$ cat src/rtl/fpu_round_arb_if.sv
// Bundles the requester and result handshake buses of the shared round/normalize unit.
// slave: the arbiter side. master: the side that drives requests and consumes results.
// Widths follow the parameters, so instantiate this with the same values as the arbiter.
interface fpu_round_arb_if #(
   parameter int DATA_W = 24,
   parameter int EXP_W  = 8,
   parameter int N_REQ  = 2
);
   localparam int ID_W = $clog2(N_REQ);

   logic [N_REQ-1:0]            req_valid;
   logic [N_REQ-1:0]            req_ready;
   logic [N_REQ*EXP_W-1:0]      req_exponent;
   logic [N_REQ*(DATA_W+3)-1:0] req_mantissa;
   logic                        out_valid;
   logic                        out_ready;
   logic [EXP_W-1:0]            out_exponent;
   logic [DATA_W-1:0]           out_mantissa;
   logic [ID_W-1:0]             out_id;

   modport slave (
      input  req_valid, req_exponent, req_mantissa, out_ready,
      output req_ready, out_valid, out_exponent, out_mantissa, out_id
   );

   modport master (
      output req_valid, req_exponent, req_mantissa, out_ready,
      input  req_ready, out_valid, out_exponent, out_mantissa, out_id
   );
endinterface

$ cat src/rtl/fpu_round_arb.sv
// Shared round-to-nearest-even + renormalize stage arbitrated between N_REQ FPU producers.
// Latency: one cycle from grant to out_valid; one result per cycle while out_ready is high.
// Backpressure: a stalled result holds out_* stable and withholds every req_ready.
// FPU_RND_ARB_FIXED_PRIO_EN: when defined, the lowest valid index always wins (no RR pointer).
module fpu_round_arb #(
   parameter int DATA_W = 24,
   parameter int EXP_W  = 8,
   parameter int N_REQ  = 2
) (
   input logic             clk,
   input logic             rst,
   fpu_round_arb_if.slave  bus
);
   localparam int ID_W = $clog2(N_REQ);
   localparam int MW   = DATA_W + 3;
   localparam int LZ_W = $clog2(DATA_W);

   logic                out_valid_q, out_valid_d;
   logic [EXP_W-1:0]    out_exp_q,   out_exp_d;
   logic [DATA_W-1:0]   out_man_q,   out_man_d;
   logic [ID_W-1:0]     out_id_q,    out_id_d;

   logic                slot_free;
   logic                grant_vld;
   logic [ID_W-1:0]     grant_id;
   logic                found;
   logic [N_REQ-1:0]    req_ready_c;

   logic [MW-1:0]       sel_man;
   logic [EXP_W-1:0]    sel_exp;
   logic                rnd;
   logic [DATA_W-1:0]   rounded;
   logic [LZ_W-1:0]     lz;
   logic [DATA_W-1:0]   norm_man;
   logic [EXP_W-1:0]    norm_exp;

`ifndef FPU_RND_ARB_FIXED_PRIO_EN
   logic [ID_W-1:0]     last_q, last_d;
`endif

   // A new result may be written when the register is empty or being drained this cycle.
   assign slot_free = ~out_valid_q | bus.out_ready;

   // Pick the winning requester: RR scan starting after the last grant, or lowest index.
   always_comb begin
      grant_id = '0;
      found    = 1'b0;
`ifdef FPU_RND_ARB_FIXED_PRIO_EN
      for (int k = N_REQ - 1; k >= 0; k--) begin
         if (bus.req_valid[k]) begin
            found    = 1'b1;
            grant_id = ID_W'(k);
         end
      end
`else
      for (int k = 1; k <= N_REQ; k++) begin
         if (!found && bus.req_valid[(int'(last_q) + k) % N_REQ]) begin
            found    = 1'b1;
            grant_id = ID_W'((int'(last_q) + k) % N_REQ);
         end
      end
`endif
   end

   // Grant is suppressed during reset so no request is consumed while the unit is held.
   assign grant_vld = slot_free & found & ~rst;

   // One-hot ready back to the granted requester only.
   always_comb begin
      req_ready_c = '0;
      if (grant_vld) begin
         req_ready_c[grant_id] = 1'b1;
      end
   end

   // Select the granted requester's operand fields.
   always_comb begin
      sel_man = '0;
      sel_exp = '0;
      for (int i = 0; i < N_REQ; i++) begin
         if (grant_id == ID_W'(i)) begin
            sel_man = bus.req_mantissa[i*MW +: MW];
            sel_exp = bus.req_exponent[i*EXP_W +: EXP_W];
         end
      end
   end

   // Round to nearest even on the 3 guard bits; a carry out of the top simply wraps.
   always_comb begin
      rnd     = sel_man[2] & (sel_man[3] | (|sel_man[1:0]));
      rounded = sel_man[MW-1:3] + DATA_W'(rnd);
   end

   // Leading-zero count; an all-zero value saturates at DATA_W-1 and is not special-cased.
   always_comb begin
      lz = LZ_W'(DATA_W - 1);
      for (int i = 0; i < DATA_W; i++) begin
         if (rounded[i]) begin
            lz = LZ_W'(DATA_W - 1 - i);
         end
      end
      norm_man = rounded << lz;
      norm_exp = sel_exp - EXP_W'(lz);
   end

   // Result register next state: load on grant, clear valid on an idle drain, else hold.
   always_comb begin
      out_valid_d = out_valid_q;
      out_exp_d   = out_exp_q;
      out_man_d   = out_man_q;
      out_id_d    = out_id_q;
      if (slot_free) begin
         out_valid_d = grant_vld;
      end
      if (grant_vld) begin
         out_exp_d = norm_exp;
         out_man_d = norm_man;
         out_id_d  = grant_id;
      end
   end

`ifndef FPU_RND_ARB_FIXED_PRIO_EN
   // Pointer advances only when a grant is issued.
   always_comb begin
      last_d = last_q;
      if (grant_vld) begin
         last_d = grant_id;
      end
   end

   // RR pointer register; reset to N_REQ-1 so requester 0 is first in line.
   always_ff @(posedge clk or posedge rst) begin
      if (rst) begin
         last_q <= ID_W'(N_REQ - 1);
      end else begin
         last_q <= last_d;
      end
   end
`endif

   // Output result register.
   always_ff @(posedge clk or posedge rst) begin
      if (rst) begin
         out_valid_q <= 1'b0;
         out_exp_q   <= '0;
         out_man_q   <= '0;
         out_id_q    <= '0;
      end else begin
         out_valid_q <= out_valid_d;
         out_exp_q   <= out_exp_d;
         out_man_q   <= out_man_d;
         out_id_q    <= out_id_d;
      end
   end

   assign bus.req_ready    = req_ready_c;
   assign bus.out_valid    = out_valid_q;
   assign bus.out_exponent = out_exp_q;
   assign bus.out_mantissa = out_man_q;
   assign bus.out_id       = out_id_q;

endmodule

$ cat src/flat_wrapper.sv
// flat-port wrapper written by rule: the top's interface ports become plain ports
module fpu_round_arb_flat 
#(
   parameter int DATA_W = 24,
   parameter int EXP_W  = 8,
   parameter int N_REQ  = 2
)
  (clk, rst, bus_req_valid, bus_req_exponent, bus_req_mantissa, bus_out_ready, bus_req_ready, bus_out_valid, bus_out_exponent, bus_out_mantissa, bus_out_id);
  fpu_round_arb_if #(.DATA_W(DATA_W), .EXP_W(EXP_W), .N_REQ(N_REQ)) bus_i ();
  input logic clk;
  input logic rst;
  input wire logic [$bits(bus_i.req_valid)-1:0] bus_req_valid;
  input wire logic [$bits(bus_i.req_exponent)-1:0] bus_req_exponent;
  input wire logic [$bits(bus_i.req_mantissa)-1:0] bus_req_mantissa;
  input wire logic [$bits(bus_i.out_ready)-1:0] bus_out_ready;
  output wire logic [$bits(bus_i.req_ready)-1:0] bus_req_ready;
  output wire logic [$bits(bus_i.out_valid)-1:0] bus_out_valid;
  output wire logic [$bits(bus_i.out_exponent)-1:0] bus_out_exponent;
  output wire logic [$bits(bus_i.out_mantissa)-1:0] bus_out_mantissa;
  output wire logic [$bits(bus_i.out_id)-1:0] bus_out_id;
  assign bus_i.req_valid = bus_req_valid;
  assign bus_i.req_exponent = bus_req_exponent;
  assign bus_i.req_mantissa = bus_req_mantissa;
  assign bus_i.out_ready = bus_out_ready;
  assign bus_req_ready = bus_i.req_ready;
  assign bus_out_valid = bus_i.out_valid;
  assign bus_out_exponent = bus_i.out_exponent;
  assign bus_out_mantissa = bus_i.out_mantissa;
  assign bus_out_id = bus_i.out_id;
  fpu_round_arb #(.DATA_W(DATA_W), .EXP_W(EXP_W), .N_REQ(N_REQ)) u_core (.clk(clk), .rst(rst), .bus(bus_i));
endmodule
$ cat config.mk
export PLATFORM = sky130hd
export DESIGN_NAME = fpu_round_arb_flat
export DESIGN_NICKNAME = d
export VERILOG_FILES = /design/src/rtl/fpu_round_arb_if.sv /design/src/rtl/fpu_round_arb.sv /design/src/flat_wrapper.sv
export SDC_FILE = /design/constraint.sdc
export NUM_CORES = 1
export LEC_CHECK = 0
export ABC_AREA = 1
export CAP_MARGIN = 20
export CORE_ASPECT_RATIO = 0.5
export CORE_UTILIZATION = 45
export DETAILED_ROUTE_END_ITERATION = 10
export PLACE_DENSITY = 0.89
export SETUP_SLACK_MARGIN = 0.1
export SYNTH_ARGS = -nofsm -noshare
export SYNTH_HDL_FRONTEND = slang
export SYNTH_SLANG_ARGS = --single-unit
$ cat constraint.sdc
create_clock -name clk -period 4.06 [get_ports clk]
set_input_delay 1.218 -clock clk [delete_from_list [all_inputs] [get_ports clk]]
set_output_delay 1.218 -clock clk [all_outputs]
set_load 0.05 [all_outputs]
==> results of run 1 <==
kinds of logic after synthesis:
logic type      count (synthesis)  synth area share (%)
buf+inv                       106                  11.2
compound gates                 63                  8.81
mux                             9                  2.27
simple gates                  441                  49.4
flops                          35                  22.1
xor+xnor                       17                  3.76
fa+ha+maj                       7                  2.40
through the flow:
| stage | worst slack (ns) | setup TNS, ns | utilization, % | hold WS [ns] | area (µm²) |
|---|---|---|---|---|---|
| after floorplan | -0.662 | -3.16 | - | 0.491 | 4160 |
| after CTS | -0.494 | -5.86 | 87.2 | 0.481 | 7200 |
| after detailed placement | -1.48 | -34.03 | 73.4 | 0.467 | 6070 |
| after global placement | -1.29 | -30.10 | 73.4 | 0.462 | 6070 |
per-layer routing:
metal	GRT usage (%)	overflow
met5	31.1	0
met4	76.4	3
met3	55.9	0
met2	92.1	4
met1	71.6	0
what timing repair did:
item                       in CTS
cloned                          5
buffers inserted               35
resized for setup             183
setup endpoints to repair      33
pin swaps                      91
==> flow_metrics.env, run 1 <==
export IMPL_status="did not finish"
export IMPL_synth_seq_area_share_pct=22.1
export IMPL_cts_buffers_inserted=5
export IMPL_io_pins=111
export IMPL_netlist_area_leader_share_pct=23.2
export IMPL_synthTopCellsByArea="nand2_1, dfrtp_1, nand3_1"
export IMPL_async_flop_share_pct=100
export IMPL_place_congestion=0.899
export IMPL_stop_stage="global routing (5_1_grt)"
export IMPL_syn_inst=678
export IMPL_endpoint_type="register data pin"
export IMPL_clock_sinks=35
export IMPL_error_line="[ERROR GRT-0232] Routing congestion too high. Check the congestion heatmap in the GUI."
export IMPL_place_hpwl_um=10700
export IMPL_cts_root_buffer="clkbuf_16"
export IMPL_syn_num_nets=760
export IMPL_grt_max_degree=36
export IMPL_synth_avg_cell_area_um2=5.85
export IMPL_grt_worst_endpoint="u_core.bus.out_exponent[6]$_DFFE_PP0P_/D"
export IMPL_track_usage_pct=72.7
export IMPL_syn_cell_area_mm2=0.00396
export IMPL_grt_ovfl_total=7
export IMPL_synth_most_common_cell="nand2_1"
export IMPL_synth_top_area_cell="nand2_1"
export IMPL_dieWidth_um=135
export IMPL_synth_edf_count=0
export IMPL_rows=23
export IMPL_die_h_um=68.4
export IMPL_yosys_warnings=0
export IMPL_portBuffers=110
export IMPL_ys_flop_type="dfrtp_1"
export IMPL_htree_levels=2
export IMPL_synth_seq_cells=35
export IMPL_initial_utilization_pct=48.0
export IMPL_hold_buffers=0
export IMPL_dpl_cell_count=985
export IMPL_synth_cell_type_count=42
export IMPL_synth_commonest_cells="nand2_1, nand3_1, inv_1, nor2_1, dfrtp_1"
export IMPL_clockBufferDepth=2
==> run 2, diff against run 1 <==
--- a/config.mk
+++ b/config.mk
@@ -7,11 +7,9 @@
 export LEC_CHECK = 0
 export ABC_AREA = 1
 export CAP_MARGIN = 20
-export CORE_ASPECT_RATIO = 0.5
-export CORE_UTILIZATION = 45
+export CORE_UTILIZATION = 40
 export DETAILED_ROUTE_END_ITERATION = 10
-export PLACE_DENSITY = 0.89
-export SETUP_SLACK_MARGIN = 0.1
+export PLACE_DENSITY_LB_ADDON = 0.15
 export SYNTH_ARGS = -nofsm -noshare
 export SYNTH_HDL_FRONTEND = slang
 export SYNTH_SLANG_ARGS = --single-unit
==> constraint.sdc (replaced) <==
create_clock -name clk -period 5.3 [get_ports clk]
set_input_delay 1.59 -clock clk [delete_from_list [all_inputs] [get_ports clk]]
set_output_delay 1.59 -clock clk [all_outputs]
set_load 0.05 [all_outputs]
==> run 2 against run 1 <==
  * The run now ends clean
  * Synthesized cell count unchanged
  * Synthesized area is the same
==> flow_metrics.env, run 2 <==
export IMPL_wire_per_inst_um=14.3
export IMPL_reg2reg_depth=30
export IMPL_hp_start="u_core.bus.out_mantissa[19]"
export IMPL_post_route_drc_count=0
export IMPL_synth_seq_cells=35
export IMPL_ys_flop_type="dfrtp_1"
export IMPL_netlist_area_leader_share_pct=23.2
export IMPL_cts_root_buffer="clkbuf_8"
export IMPL_rows=35
export IMPL_crit_type="in -> reg"
export IMPL_grt_pass1_vias=4976
export IMPL_clkTransAtPathRegs_ns=0.07
export IMPL_synth_cell_type_count=42
export IMPL_finalNetCount=985
export IMPL_io_pins=111
export IMPL_final_area_mm2=0.00661
export IMPL_postRouteAntennaNets=0
export IMPL_slew_violations=0
export IMPL_vdd_drop_max_v=0.000172
export IMPL_drive_gt1_share_pct=27.0
export IMPL_slew_headroom_pct=65.6
export IMPL_dieArea_mm2=0.0103
export IMPL_maxCapViolCount=0
export IMPL_cp_slowest_cell="clkdlybuf4s50_1"
export IMPL_vias=5314
export IMPL_power_total_w=0.00182
export IMPL_dieWidth_um=102
export IMPL_p_per_area_mw_per_mm2=275
export IMPL_fillers=788
export IMPL_grt_ovfl_total=0
export IMPL_clock_sinks=35
export IMPL_reg2reg_to="u_core.bus.out_exponent[7]"
export IMPL_portBuffers=110
export IMPL_synth_most_common_cell="nand2_1"
export IMPL_post_dp_cell_area_mm2=0.00585
export IMPL_r2r_start="u_core.last_q"
export IMPL_final_cell_mix="nand2_1, buf_4, nand3_1"
export IMPL_cts_tree="done"
export IMPL_cp_max_fo=3
export IMPL_crit_required_ns=5.47
export IMPL_synth_top_area_cell="nand2_1"
export IMPL_hold_buffers=0
export IMPL_grt_max_degree=43
export IMPL_synthTopCellsByArea="nand2_1, dfrtp_1, nand3_1"
export IMPL_hp_class="reg -> reg"
export IMPL_critPathArrivalTime_ns=5.47
export IMPL_coreArea_mm2=0.00942
export IMPL_vias_per_cell=5.14
export IMPL_synth_edf_count=0
export IMPL_cts_buffers_inserted=5
export IMPL_hold_ws_ns=0.478
export IMPL_area_growth_pct=66.7
export IMPL_tightest_slew_ns=0.514
export IMPL_totalWireLength_um=14800
export IMPL_fin_crit_ns=5.30
export IMPL_mostFrequentLayoutCell="nand2_1"
export IMPL_critPathTopFamily="simple AND/OR/NAND/NOR gates"
export IMPL_hold_violations=0
export IMPL_finalClockSkew_ns=0.00840
export IMPL_antenna_found_initial=1
export IMPL_syn_num_nets=760
export IMPL_fin_setup_tns_ns=0
export IMPL_cpPeakStageDelay_ns=0.46
export IMPL_setup_viol_count_final=0
export IMPL_place_hpwl_um=10600
export IMPL_cp_end_kind="flip-flop"
export IMPL_htree_levels=2
export IMPL_track_usage_pct=27.7
export IMPL_place_congestion=0.894
export IMPL_largest_register_ffs=24
export IMPL_fin_crit_sh_pct=100
export IMPL_hold_depth=2
export IMPL_synth_avg_cell_area_um2=5.85
export IMPL_worstSkewPairLatency_ns=0.30
export IMPL_drtIter0Drc=298
export IMPL_drt_pass1_iterations=5
export IMPL_critPathLaunchType="input pin"
export IMPL_worstSetupStartpoint="bus_req_mantissa[32]"
export IMPL_grt_pass1_wl_um=22800
export IMPL_syn_cell_area_mm2=0.00396
export IMPL_die_h_um=102
export IMPL_max_freq_ghz=0.189
export IMPL_status="completed"
export IMPL_syn_inst=678
export IMPL_synth_seq_area_share_pct=22.1
export IMPL_cp_num_buf_inv=5
export IMPL_r2r_slack_ns=0.90
export IMPL_p_leak_nw=3.37
export IMPL_async_flop_share_pct=100
export IMPL_synth_commonest_cells="nand2_1, nand3_1, inv_1, nor2_1, dfrtp_1"
export IMPL_hold_end="u_core.bus.out_mantissa[19]"
export IMPL_yosys_warnings=0
export IMPL_clockBufferDepth=2
export IMPL_initial_utilization_pct=42.1
## run 2: worst min-delay path, stage by stage (launching register included)
cell	delay (ns)
dfrtp_1	0.34
nand2_1	0.05
nand2_1	0.05
## run 2: what timing repair did
| action | CTS | global route |
|---|---|---|
| pin swaps | 9 | 62 |
| setup endpoints to repair | 4 | 24 |
| buffers inserted | 10 | 25 |
| resized for setup | 18 | 83 |
## run 2: worst max path at each step
stage	end	slack (ns)	cells past startpoint
after floorplan	u_core.bus.out_exponent[6]	0.04	35
after global placement	u_core.bus.out_exponent[6]	-0.35	32
after detailed placement	u_core.bus.out_exponent[6]	-0.57	32
after CTS	u_core.bus.out_exponent[7]	0.005	31
after global routing	u_core.bus.out_exponent[7]	-0.19	31
final	u_core.bus.out_exponent[7]	0.001	29
## run 2: cell type report
class / count / area [µm²] / share of cell area, %
inverters: 82 / 314 / 4.75
diodes: 1 / 2.50 / 0.0379
clock buffers: 5 / 68.8 / 1.04
well taps: 129 / 161 / 2.44
flip-flops and latches: 35 / 877 / 13.3
clock inverters: 3 / 43.8 / 0.663
multi-input cells: 537 / 3000 / 45.4
repair buffers: 242 / 2140 / 32.4
## run 2: cells by family (layout without fill, tap and decap cells)
| kind of cell | after synthesis | count (layout) | share of synthesized area, % |
|---|---|---|---|
| XOR/XNOR | 17 | 17 | 3.76 |
| buffers and inverters | 106 | 332 | 11.2 |
| other | 0 | 1 | 0 |
| AND/OR/NAND/NOR | 441 | 441 | 49.4 |
| AO/OA/AOI/OAI | 63 | 63 | 8.81 |
| adder cells (fa/ha/maj) | 7 | 7 | 2.40 |
| flip-flops | 35 | 35 | 22.1 |
| multiplexers | 9 | 9 | 2.27 |
## run 2: power breakdown
part	internal (W)	switching, W	total (W)
Combinational	0.000471	0.000721	0.00119
Clock	0.000140	0.000106	0.000246
Sequential	0.000339	0.0000390	0.000378
Total	0.000951	0.000866	0.00182
## run 2: per-stage QoR
step | util (%) | setup WS [ns] | instances
3_3_place_gp | 62.1 | -0.347 | 990
3_5_place_dp | 62.1 | -0.567 | 990
4_1_cts | 64.9 | 0.00526 | 1008
6_report | 70.2 | 0.00108 | 1034
2_1_floorplan | - | 0.0372 | 678
5_1_grt | 70.2 | -0.192 | 1034
## run 2: routing by layer
metal	vias to the layer above	global-route usage, %	share of wire [%]
li1	2613	-	-
met3	44	3.66	5.4
met5	-	0	0
met2	182	49.3	49
met1	2475	35.1	42
met4	0	7.13	3.3
Power figures use the tool's default switching activity.
